## config.mk

```make
export PLATFORM = sky130hd
export DESIGN_NAME = i2s_sample_fifo
export DESIGN_NICKNAME = d
export VERILOG_FILES = /design/src/rtl/i2s_pkg.sv /design/src/rtl/sync_fifo.sv /design/src/rtl/i2s_sample_fifo.sv
export SDC_FILE = /design/constraint.sdc
export NUM_CORES = 1
export LEC_CHECK = 0
export ABC_AREA = 1
export BUFFER_PORTS_ARGS = -buffer_cell sky130_fd_sc_hd__buf_2
export CAP_MARGIN = 10
export CORE_MARGIN = 3
export CORE_UTILIZATION = 55
export DETAILED_ROUTE_END_ITERATION = 10
export PLACE_DENSITY = 0.79
export SYNTH_ARGS = -nofsm -noshare
export SYNTH_HDL_FRONTEND = slang
export SYNTH_SLANG_ARGS = --single-unit
```

## constraint.sdc

```tcl
create_clock -name clk -period 2.4 [get_ports clk]
set_input_delay 0.24 -clock clk [delete_from_list [all_inputs] [get_ports clk]]
set_output_delay 0.24 -clock clk [all_outputs]
set_load 0.02 [all_outputs]
```

## src/rtl/i2s_pkg.sv

```systemverilog
// i2s_pkg: shared sample type and channel constants for the I2S sample path.
package i2s_pkg;
  localparam int DATA_SIZE = 16;
  localparam logic CH_LEFT = 1'b0;
  localparam logic CH_RIGHT = 1'b1;
  typedef struct packed {
    logic channel;
    logic [DATA_SIZE-1:0] data;
  } i2s_sample_t;
endpackage

```

## src/rtl/sync_fifo.sv

```systemverilog
// sync_fifo: generic first-word-fall-through FIFO with registered level.
module sync_fifo #(
  parameter int WIDTH = 17,
  parameter int DEPTH = 16,
  localparam int AW = $clog2(DEPTH)
) (
  input  logic             clk,
  input  logic             rst,
  input  logic             push,
  input  logic             pop,
  input  logic [WIDTH-1:0] wdata,
  output logic [WIDTH-1:0] rdata,
  output logic             full,
  output logic             empty,
  output logic [AW:0]      level
);
  localparam logic [AW:0] FULL_LVL = (AW+1)'(DEPTH);
  logic [WIDTH-1:0] r_mem [DEPTH];
  logic [AW-1:0] r_wr, r_rd;
  logic [AW:0] r_level;
  assign level = r_level;
  assign full = r_level == FULL_LVL;
  assign empty = r_level == '0;
  // Gating the head on empty keeps stale or pre-reset entries from ever showing.
  assign rdata = empty ? '0 : r_mem[r_rd];
  always_ff @(posedge clk) if (push) r_mem[r_wr] <= wdata;
  always_ff @(posedge clk) begin
    if (!rst) begin
      r_wr <= '0;
      r_rd <= '0;
      r_level <= '0;
    end else begin
      if (push) r_wr <= r_wr + 1'b1;
      if (pop) r_rd <= r_rd + 1'b1;
      r_level <= (push && !pop) ? r_level + 1'b1 : (pop && !push) ? r_level - 1'b1 : r_level;
    end
  end
endmodule

```

## src/rtl/i2s_sample_fifo.sv

```systemverilog
// i2s_sample_fifo: captures receiver words on ws edges, tags the channel,
// and buffers them for a valid/ready consumer with sticky overflow.
module i2s_sample_fifo #(
  parameter int DATA_SIZE = i2s_pkg::DATA_SIZE,
  parameter int DEPTH = 16,
  localparam int AW = $clog2(DEPTH)
) (
  input  logic                 clk,
  input  logic                 rst,
  input  logic                 i2s_ws,
  input  logic [DATA_SIZE-1:0] audio_data,
  output logic                 m_valid,
  input  logic                 m_ready,
  output logic [DATA_SIZE-1:0] m_data,
  output logic                 m_channel,
  output logic [AW:0]          level,
  output logic                 overflow,
  input  logic                 clr_overflow
);
  import i2s_pkg::*;
  logic r_ws_d, r_overflow;
  logic w_capture, w_pop, w_push, w_full, w_empty, w_drop;
  assign w_capture = i2s_ws != r_ws_d;
  assign w_pop = m_valid && m_ready;
  // A pop in the same cycle frees a slot, so a full FIFO still accepts.
  assign w_push = w_capture && (!w_full || w_pop);
  assign w_drop = w_capture && !w_push;
  assign m_valid = !w_empty;
  assign overflow = r_overflow;
  always_ff @(posedge clk) begin
    if (!rst) begin
      r_ws_d <= CH_LEFT;
      r_overflow <= 1'b0;
    end else begin
      r_ws_d <= i2s_ws;
      r_overflow <= w_drop ? 1'b1 : clr_overflow ? 1'b0 : r_overflow;
    end
  end
  sync_fifo #(.WIDTH(DATA_SIZE + 1), .DEPTH(DEPTH)) u_fifo (
    .clk(clk),
    .rst(rst),
    .push(w_push),
    .pop(w_pop),
    .wdata({r_ws_d, audio_data}),
    .rdata({m_channel, m_data}),
    .full(w_full),
    .empty(w_empty),
    .level(level)
  );
endmodule

```

Word level (Yosys, flattened, before mapping)
Memory sizes are Yosys's and may differ from the RTL's. A register that Yosys moved wholly into a read port is not among the register bits.
Cells that the tools add are included.
{"block": "totals", "ff_bits": 15, "elab_cells": 34, "ram_bits": 272, "output_inout_bits": 24, "mem_count": 1}
{"block": "op_classes", "reduce_logical": 13, "addsub": 4, "eq_ne": 2, "muxes": 9}
{"memory": "u_fifo.r_mem", "words": 16, "width": 17, "rd": 1, "rd_clocked_by_memory_dff": 1, "wr": 1, "line": "sync_fifo.sv:18", "text": "logic [WIDTH-1:0] r_mem [DEPTH];"}
{"cell": "2-to-1 mux 17 bit", "n": 1}
{"cell": "2-to-1 mux 5 bit", "n": 2}
{"cell": "adder 4 x 1 -> 4 bit, second input constant", "n": 2}
{"cell": "2-to-1 mux 4 bit", "n": 2}
{"cell": "adder 5 x 1 -> 5 bit, second input constant", "n": 1}
{"cell": "equality test 5 bit, second input constant", "n": 1}
{"cell": "logical AND 1 bit", "n": 5}
{"cell": "logical NOT 5 bit", "n": 1}
{"cell": "subtractor 5 x 1 -> 5 bit, second input constant", "n": 1}
{"cell": "logical NOT 1 bit", "n": 4}
{"cell": "2-to-1 mux 1 bit", "n": 4}
{"cell": "nonzero test 2 bit", "n": 2}
{"cell": "logical OR 1 bit", "n": 1}
{"cell": "inequality test 1 bit", "n": 1}

Logic depth before layout (Yosys ltp)
Gate-level depths: netlist of the first run.
{"block": "depth", "word_depth": 9, "depth_mapped": 15}

By module
Synthesis of the first run repeated with hierarchy kept, for this count alone.
{"block": "hier_totals", "cells_unflattened": 1032, "area_unflattened_um2": 11868.9}
{"module": "sync_fifo", "instances": 1, "area_per_inst_um2": 11750.0, "seq_area_each_um2": 8508.2, "cells_per_inst": 1012}
{"module": "i2s_sample_fifo", "instances": 1, "area_per_inst_um2": 118.9, "seq_area_each_um2": 40.0, "cells_per_inst": 20}

Worst setup path before layout of the first run
No wires, ideal clock.
{"block": "synth_path", "path_type": "flip-flop to flip-flop", "startpoint": "reg r_ws_d", "endpoint": "mem u_fifo.r_mem[11][0], enable pin", "t_arrival_ps": 1826, "synth_period_minus_slack_ps": 2217, "path_slack_ps": 183, "stages_incl_launch_ff": 6, "t_required_ps": 2010, "setup_time_ps": 390, "path_cell_list": "dfxtp_1 -> xor2_1 -> nand2_1 -> inv_2 -> nand2_1 -> nor2_1"}
{"block": "synth_via", "elab_chain_cells": 4}
{"element": "from (decl)", "line": "i2s_sample_fifo.sv:21", "text": "logic r_ws_d, r_overflow;"}
{"element": "from (signal assigned)", "line": "i2s_sample_fifo.sv:35", "text": "r_ws_d <= i2s_ws;"}
{"element": "inequality test 1 bit", "line": "i2s_sample_fifo.sv:23", "text": "assign w_capture = i2s_ws != r_ws_d;"}
{"element": "logical AND 1 bit", "line": "i2s_sample_fifo.sv:26", "text": "assign w_push = w_capture && (!w_full || w_pop);"}
{"element": "named net u_fifo.push", "line": "sync_fifo.sv:9", "text": "input logic push,"}
{"element": "2-to-1 mux 1 bit", "line": "sync_fifo.sv:26", "text": "always_ff @(posedge clk) if (push) r_mem[r_wr] <= wdata;"}
{"element": "2-to-1 mux 1 bit (not written as such)", "line": "sync_fifo.sv:26"}
{"element": "to (decl)", "line": "sync_fifo.sv:18"}
The timed path passes the listed nets, and every way through them passes these cells.

==> results of run 1 <==
## cell families after synthesis
logic type,count (synthesis)
compound gates,36
xor+xnor,6
fa+ha+maj,10
buf+inv,81
flops,291
simple gates,610
## layer usage
layer | up-vias | track usage [%]
li1 | 3755 | -
met1 | 3952 | 33.4
met3 | 63 | 4.13
met2 | 556 | 37.8
met4 | 0 | 9.04
met5 | - | 0
## cells in the final DEF (no fill, tap or decap), types with 9 or more instances in the layout
cell type  count
dfxtp_1       15
a21oi_1       18
clkbuf_16     31
clkinv_1       9
buf_4         38
nor2_2        18
buf_6         11
edfxtp_1     272
nor2_1        11
ha_1           9
nand3_1      210
buf_2         35
inv_1         18
nand2_1      364
buf_12        11
## worst reg2reg max path: cells and delay by family (launching register included)
family | cells | cell delay, ps
DFF | 1 | 370
buffers and inverters | 4 | 310
and+or+nand+nor | 6 | 550
adders and majority gates | 2 | 530
AOI/OAI and AO/OA | 2 | 290
## flip-flops by register name, indices dropped and copies added (netlist names), named ones only
register / cells
u_fifo.level: 5
u_fifo.r_mem: 272
r_ws_d: 1
u_fifo.r_rd: 4
overflow: 1
u_fifo.r_wr: 4
## how the worst max path moves through the flow
stage / startpoint / slack, ps / endpoint
after floorplan: r_ws_d$_SDFF_PN0_ / 180 / u_fifo.r_mem[11][0]$_DFFE_PP_
after global placement: u_fifo.level[0]$_SDFFE_PN0P_ / 290 / u_fifo.level[3]$_SDFFE_PN0P_
after detailed placement: u_fifo.level[4]$_SDFFE_PN0P_ / 130 / u_fifo.level[3]$_SDFFE_PN0P_
after CTS: flip-flop / -40 / m_data[11]
after global routing: flip-flop / -130 / m_data[2]
final: flip-flop / -60 / m_data[2]
## through the flow
stage	std cells	setup TNS [ps]	util (%)	hold slack, ps
floorplan	1034	0	-	333
global placement	1341	0	59.8	449
detailed placement	1341	0	59.8	459
CTS	1395	-165	64.6	7.38
global route	1407	-540	66.0	42.1
finish	1407	-60.3	66.0	16.3
## cell type report
type,count,share of cell area [%]
Timing Repair Buffer,102,6.82
Inverter,25,0.773
Clock inverter,22,1.46
Clock buffer,29,5.21
Tap cell,275,2.47
Multi-Input combinational cell,662,21.8
Timing Repair inverter,1,0.0629
Sequential cell,291,61.4
## power by group through the flow
stage	Combinational (mW)	Sequential [mW]	Clock, mW
floorplan	2.61	5.95	0
global placement	3.72	5.94	0
detailed placement	3.78	5.95	0
CTS	3.92	5.85	4.41
global route	4.90	5.89	4.64
finish	4.46	5.87	4.40
## repair_timing
action,in CTS,in global routing
hold endpoints to repair,2,0
pin swaps,1,7
endpoints found under the setup margin,14,19
hold buffers,2,0
resized for setup,10,44
buffers inserted,0,9
cloned,1,4
==> metrics, run 1 <==
Worst Hold Class in -> reg; Worst setup SP type flip-flop; P_leak 5.23 nW; cells on worst reg2reg path 14; Slew Limit Headroom 65.4%; worst path setup slack after routing -56.0 ps; Root Driver clkbuf_16; top_reg_cell synth edfxtp_1; area occupied by multi-input gates 3030 um^2; Worst path most repeated cell nand2_1; top post-synthesis cells by area edfxtp_1 (69%), nand2_1 (12%), nand3_1 (8.9%), dfxtp_1 (3.2%), buf_2 (1.3%); average wire per cell in the routed design 20.8 um; setup slack, reg-to-reg 250 ps; CTS tree yes; number of buffers on the longest clock path 3; critical path cell sequence buf_16 -> nand2_1 -> nand3_1 -> nand3_1 -> nand2_1 -> nand2_1 -> a21oi_1 -> buf_2; Vias/cell 5.92; max-slew violation count 0; total power consumption of the routed design 14.7 mW; horizontal die dimension 153 um; Largest stage delay, worst path 480 ps; Worst path depth 8; switching part of the total power 33.0%; die outline area 23400 um^2; grt ovf 0; total cell area at the placement stage 12600 um^2; flip-flop and latch count after synthesis 291; synthesized instance count 1034; number of enable flip-flop cells after synthesis 272; number of global-route vias before repair 7975; CP max stage cell dfxtp_4; detailed router's first-iteration violation count 1178; cell type group with the largest total delay on the critical path flip-flops; Site Rows 53; Sequential cell area 8560 um^2; number of setup violations in the final report 2; part of the Yosys area used for sequential elements 72.0%; design area 13900 um^2; largest net degree at the start of global routing 69; CP max FO 26; part of the total power dissipated in sequential elements 39.8%; worst hold path startpoint rst; failing checks setup timing; pin slew with the least headroom to its limit 518 ps; detailed route wirelength on metal2 14200 um; Final Cycle Share 102%; fraction of final layout cells with drive strength greater than 1 16.5%; area fraction of the dominant cell type after synthesis 68.8%; fill cell instance count of the final layout 1432; clock network latency to the later pin of the worst-skew pair 540 ps; top routing layer in use met4; detailed-placement wirelength estimate 14500 um; most numerous cell in the Yosys netlist nand2_1; fraction of registers with async set/reset 0%; I/O Pins 45; Post-Syn Nets 1065; total via count after detailed routing 8326; worst clock skew 14.7 ps; core area 21100 um^2; reported net switching power 4.86 mW; Reg-to-Reg Start u_fifo.level[4]$_SDFFE_PN0P_; fmax 407 MHz; combinational family with the most area after synthesis simple AND/OR/NAND/NOR gates; fin nets 1143; Cell Area, Synth 11900 um^2; start-to-end type of the worst setup path reg -> out; maximum level of the CTS H-tree 1; number of hold violations in the final report 0; cell accounting for the most synthesized area edfxtp_1; PwrDens 1060 nW/um^2; Worst VDD drop 791 uV; Synth Area in Simple Gates 21.5%; clock-pin transition on the worst setup and hold timing paths 60 ps; complex-gate fraction of the synthesized area 1.54%; area grow syn2layout 17.3%; mux cell area share after synthesis 0%; clock network fraction of design power 29.9%; Final Routed Wirelength 29300 um; kind of capture point of the worst setup path primary output; worst-case setup slack after placement 129 ps; Crit path required time 2160 ps; initial core utilization 56.3%; Adder-Cell Fraction of Synth Area 1.12%; number of max-cap violations 0; RD Place Congestion 0.811; Worst Hold End r_ws_d$_SDFF_PN0_; cell depth of the worst min-delay path 3; warnings from Yosys 0; number of sinks handled by clock tree synthesis 291; run status complete, but fails checks; number of iterations in the first detailed-routing pass 5; buffering stage count on the worst path with inverters included 2; design internal power 9.88 mW; antenna violations before repair 0; remaining antenna violation count 0; average cell area after synthesis 11.5 um^2; global routing usage summed across all routing layers 23.8%; most common library cells after synthesis nand2_1 (368), edfxtp_1 (272), nand3_1 (212), buf_2 (32), nor2_1 (29); count of buffers from port buffering 44; min Tclk post-route 2460 ps; Worst R2R End u_fifo.level[3]$_SDFFE_PN0P_; unrepaired setup endpoints after global routing yes; routed wire length on met3 3360 um; met1 routed wirelength after detailed routing 10900 um; post-synthesis xor/xnor area fraction 0.443%; number of clock buffers inserted by TritonCTS 29; Ant. Diodes 0; vertical die dimension 153 um; DRC violation count after routing 0; first-pass GRT wire length 43500 um; combinational group share of total power 30.3%; number of distinct library cell variants in the gate-level netlist after synthesis 22; Arrival @ worst endpoint 2220 ps
Power figures use the tool's default switching activity.
==> run 2, diff against run 1 <==
--- a/config.mk
+++ b/config.mk
@@ -7,11 +7,13 @@
 export LEC_CHECK = 0
 export ABC_AREA = 1
 export BUFFER_PORTS_ARGS = -buffer_cell sky130_fd_sc_hd__buf_2
-export CAP_MARGIN = 10
+export CAP_MARGIN = 0
 export CORE_MARGIN = 3
 export CORE_UTILIZATION = 55
 export DETAILED_ROUTE_END_ITERATION = 10
+export HOLD_SLACK_MARGIN = 0.05
 export PLACE_DENSITY = 0.79
+export SETUP_SLACK_MARGIN = 0.2
 export SYNTH_ARGS = -nofsm -noshare
 export SYNTH_HDL_FRONTEND = slang
 export SYNTH_SLANG_ARGS = --single-unit
==> metrics, run 2 (synthesized netlist as in run 1, its figures left out) <==
Worst path depth 10 (+2); Worst setup SP type flip-flop; met2 Use GR 41.1% (+3.4 points); P_leak 5.56 nW (+6.3%); number of sinks handled by clock tree synthesis 291 (unchanged); min Tclk post-route 2440 ps (-14.7 ps); Reg-to-Reg Start u_fifo.level[3]$_SDFFE_PN0P_; busiest layer in global routing met2; total via count after detailed routing 8696 (+4.4%); number of setup violations in the final report 6 (+4); max reg flops 272 (unchanged); Root Driver clkbuf_16; Worst Hold Class in -> reg; unrepaired setup endpoints after global routing yes; number of buffers on the longest clock path 3 (unchanged); detailed-placement wirelength estimate 14500 um (unchanged); core area 21100 um^2 (unchanged); count of buffers from port buffering 44 (unchanged); largest net degree at the start of global routing 69 (unchanged); start-to-end type of the worst setup path reg -> out; DRC violation count after routing 0 (unchanged); antenna violations before repair 1 (+1); Largest stage delay, worst path 390 ps (-90 ps); number of hold violations in the final report 0 (unchanged); most common library cell in the layout ignoring fill and taps nand2_1; PwrDens 1070 nW/um^2 (+1.6%); setup slack, reg-to-reg 250 ps (about the same); Final Routed Wirelength 32700 um (+12%); grt ovf 0 (unchanged); non-filler cells, final 1426 (+1.4%); number of max-cap violations 0 (unchanged); Worst R2R End u_fifo.level[4]$_SDFFE_PN0P_; met1 GRT Util 35.8% (+2.4 points); number of clock buffers inserted by TritonCTS 29 (unchanged); Crit path required time 2160 ps (about the same); remaining antenna violation count 0 (unchanged); CTS tree yes; CP max FO 6 (-77%); Fin Setup TNS -129 ps (-68.4 ps); total instance count after detailed placement 1341 (unchanged); initial core utilization 56.3% (unchanged); vertical die dimension 153 um (unchanged); Slew Limit Headroom 64.5% (-0.98 points); worst path setup slack after routing -41.3 ps (+14.7 ps); Site Rows 53 (unchanged); fraction of final layout cells with drive strength greater than 1 28.2% (+12 points); capture point of the critical path m_data[2]; number of global-route vias before repair 8272 (+3.7%); clock network latency to the later pin of the worst-skew pair 550 ps (about the same); Final Cycle Share 102% (-0.61 points); Vias/cell 6.10 (+3.1%); average wire per cell in the routed design 22.9 um (+10%); pin slew with the least headroom to its limit 533 ps (+14.8 ps); failing checks setup timing; area grow syn2layout 25.4%; Arrival @ worst endpoint 2200 ps (-20 ps); highest-count cells in the layout ignoring fill and taps nand2_1 (304), edfxtp_1 (272), nand3_1 (159); critical path cell sequence buf_6 -> buf_4 -> inv_6 -> nand2_1 -> nand3_1 -> nand3_1 -> nand2_1 -> nand2_2 -> a21oi_4 -> buf_6; fin nets 1162 (+1.7%); clock-pin transition on the worst setup and hold timing paths 70 ps (about the same); die outline area 23400 um^2 (unchanged); global routing usage summed across all routing layers 25.9% (+2.1 points); Worst VDD drop 813 uV (+2.8%); cell type group with the largest total delay on the critical path buffers and inverters; detailed router's first-iteration violation count 1458 (+24%); cells on worst reg2reg path 12 (-2); CP max stage cell dfxtp_4; RD Place Congestion 0.811 (unchanged); run status complete, but fails checks; max-slew violation count 0 (unchanged); Post-Route Hold Slack 69.5 ps (+53.1 ps); I/O Pins 45 (unchanged); horizontal die dimension 153 um (unchanged); global routing met3 resource utilization 4.53% (+0.40 points); maximum level of the CTS H-tree 1 (unchanged); Ant. Diodes 0 (unchanged); kind of capture point of the worst setup path primary output; first-pass GRT wire length 46700 um (+7.3%); register with the most flip-flops u_fifo.r_mem; buffering stage count on the worst path with inverters included 4 (+2); fmax 410 MHz (+0.60%); worst clock skew 22.2 ps (+7.47 ps); number of iterations in the first detailed-routing pass 6 (+1)
run 2: changes by cell type in the layout (fill, tap and decap cells not counted), moves of 4 or more:
cell | previous run | this run
nand2_1 | 364 | 304
nand2_2 | 4 | 62
nand3_1 | 210 | 159
nand3_2 | 2 | 53
a21oi_1 | 18 | 10
buf_12 | 11 | 19
buf_2 | 35 | 27
buf_16 | 1 | 8
a21oi_2 | 8 | 14
buf_6 | 11 | 15
run 2: where the power goes:
part           total, mW  switching (mW)  internal (mW)  leakage [nW]
clock network       4.45            1.92           2.53         0.448
registers           5.86           0.124           5.74          2.62
logic               5.69            3.41           2.29          2.49
run 2: how the worst min path moves through the flow:
stage                                startpoint                             to  slack (ps)  depth (start not counted)
after global routing              audio_data[7]   u_fifo.r_mem[5][7]$_DFFE_PP_          70                          1
final                             audio_data[4]  u_fifo.r_mem[10][4]$_DFFE_PP_          70                          1
after floorplan                          i2s_ws              r_ws_d$_SDFF_PN0_         330                          2
after CTS                         audio_data[8]  u_fifo.r_mem[10][8]$_DFFE_PP_          60                          1
after global placement                   i2s_ws              r_ws_d$_SDFF_PN0_         450                          3
after detailed placement  overflow$_SDFFE_PN0P_          overflow$_SDFFE_PN0P_         460                          2
run 2: layout make-up:
| cell class | count | area, um^2 |
|---|---|---|
| clock buffer | 29 | 726 |
| clock inverter | 22 | 203 |
| fill | 1274 | 6190 |
| inverter | 25 | 121 |
| multi-input combinational | 662 | 3500 |
| sequential | 291 | 8560 |
| tap | 275 | 344 |
| timing repair buffer | 119 | 1410 |
| timing repair inverter | 3 | 36.3 |
run 2: what timing repair did:
action,4_1_cts,5_1_grt
gates resized for setup,99,125
hold endpoints to repair,9,0
setup endpoints to repair,19,27
cloned,9,5
pin swaps,23,65
hold buffers,5,0
buffers inserted,12,3
run 2: per-layer routing:
metal / part of all wire, % / up-vias / routed length (um)
li1: - / 3800 / -
met1: 36 / 4142 / 11600
met5: 0.037 / - / 12
met3: 11 / 111 / 3710
met2: 49 / 641 / 16100
met4: 3.7 / 2 / 1220
run 2: metrics by stage:
stage | setup WS, ps | instance area [um^2] | utilization (%) | total power [mW]
2_1_floorplan | 183 | 11900 | - | 8.56
3_3_place_gp | 286 | 12600 | 59.8 | 9.65
3_5_place_dp | 129 | 12600 | 59.8 | 9.73
4_1_cts | 65.2 | 14300 | 67.7 | 15.2
5_1_grt | -71.7 | 14900 | 70.6 | 16.7
6_report | -41.3 | 14900 | 70.6 | 16.0
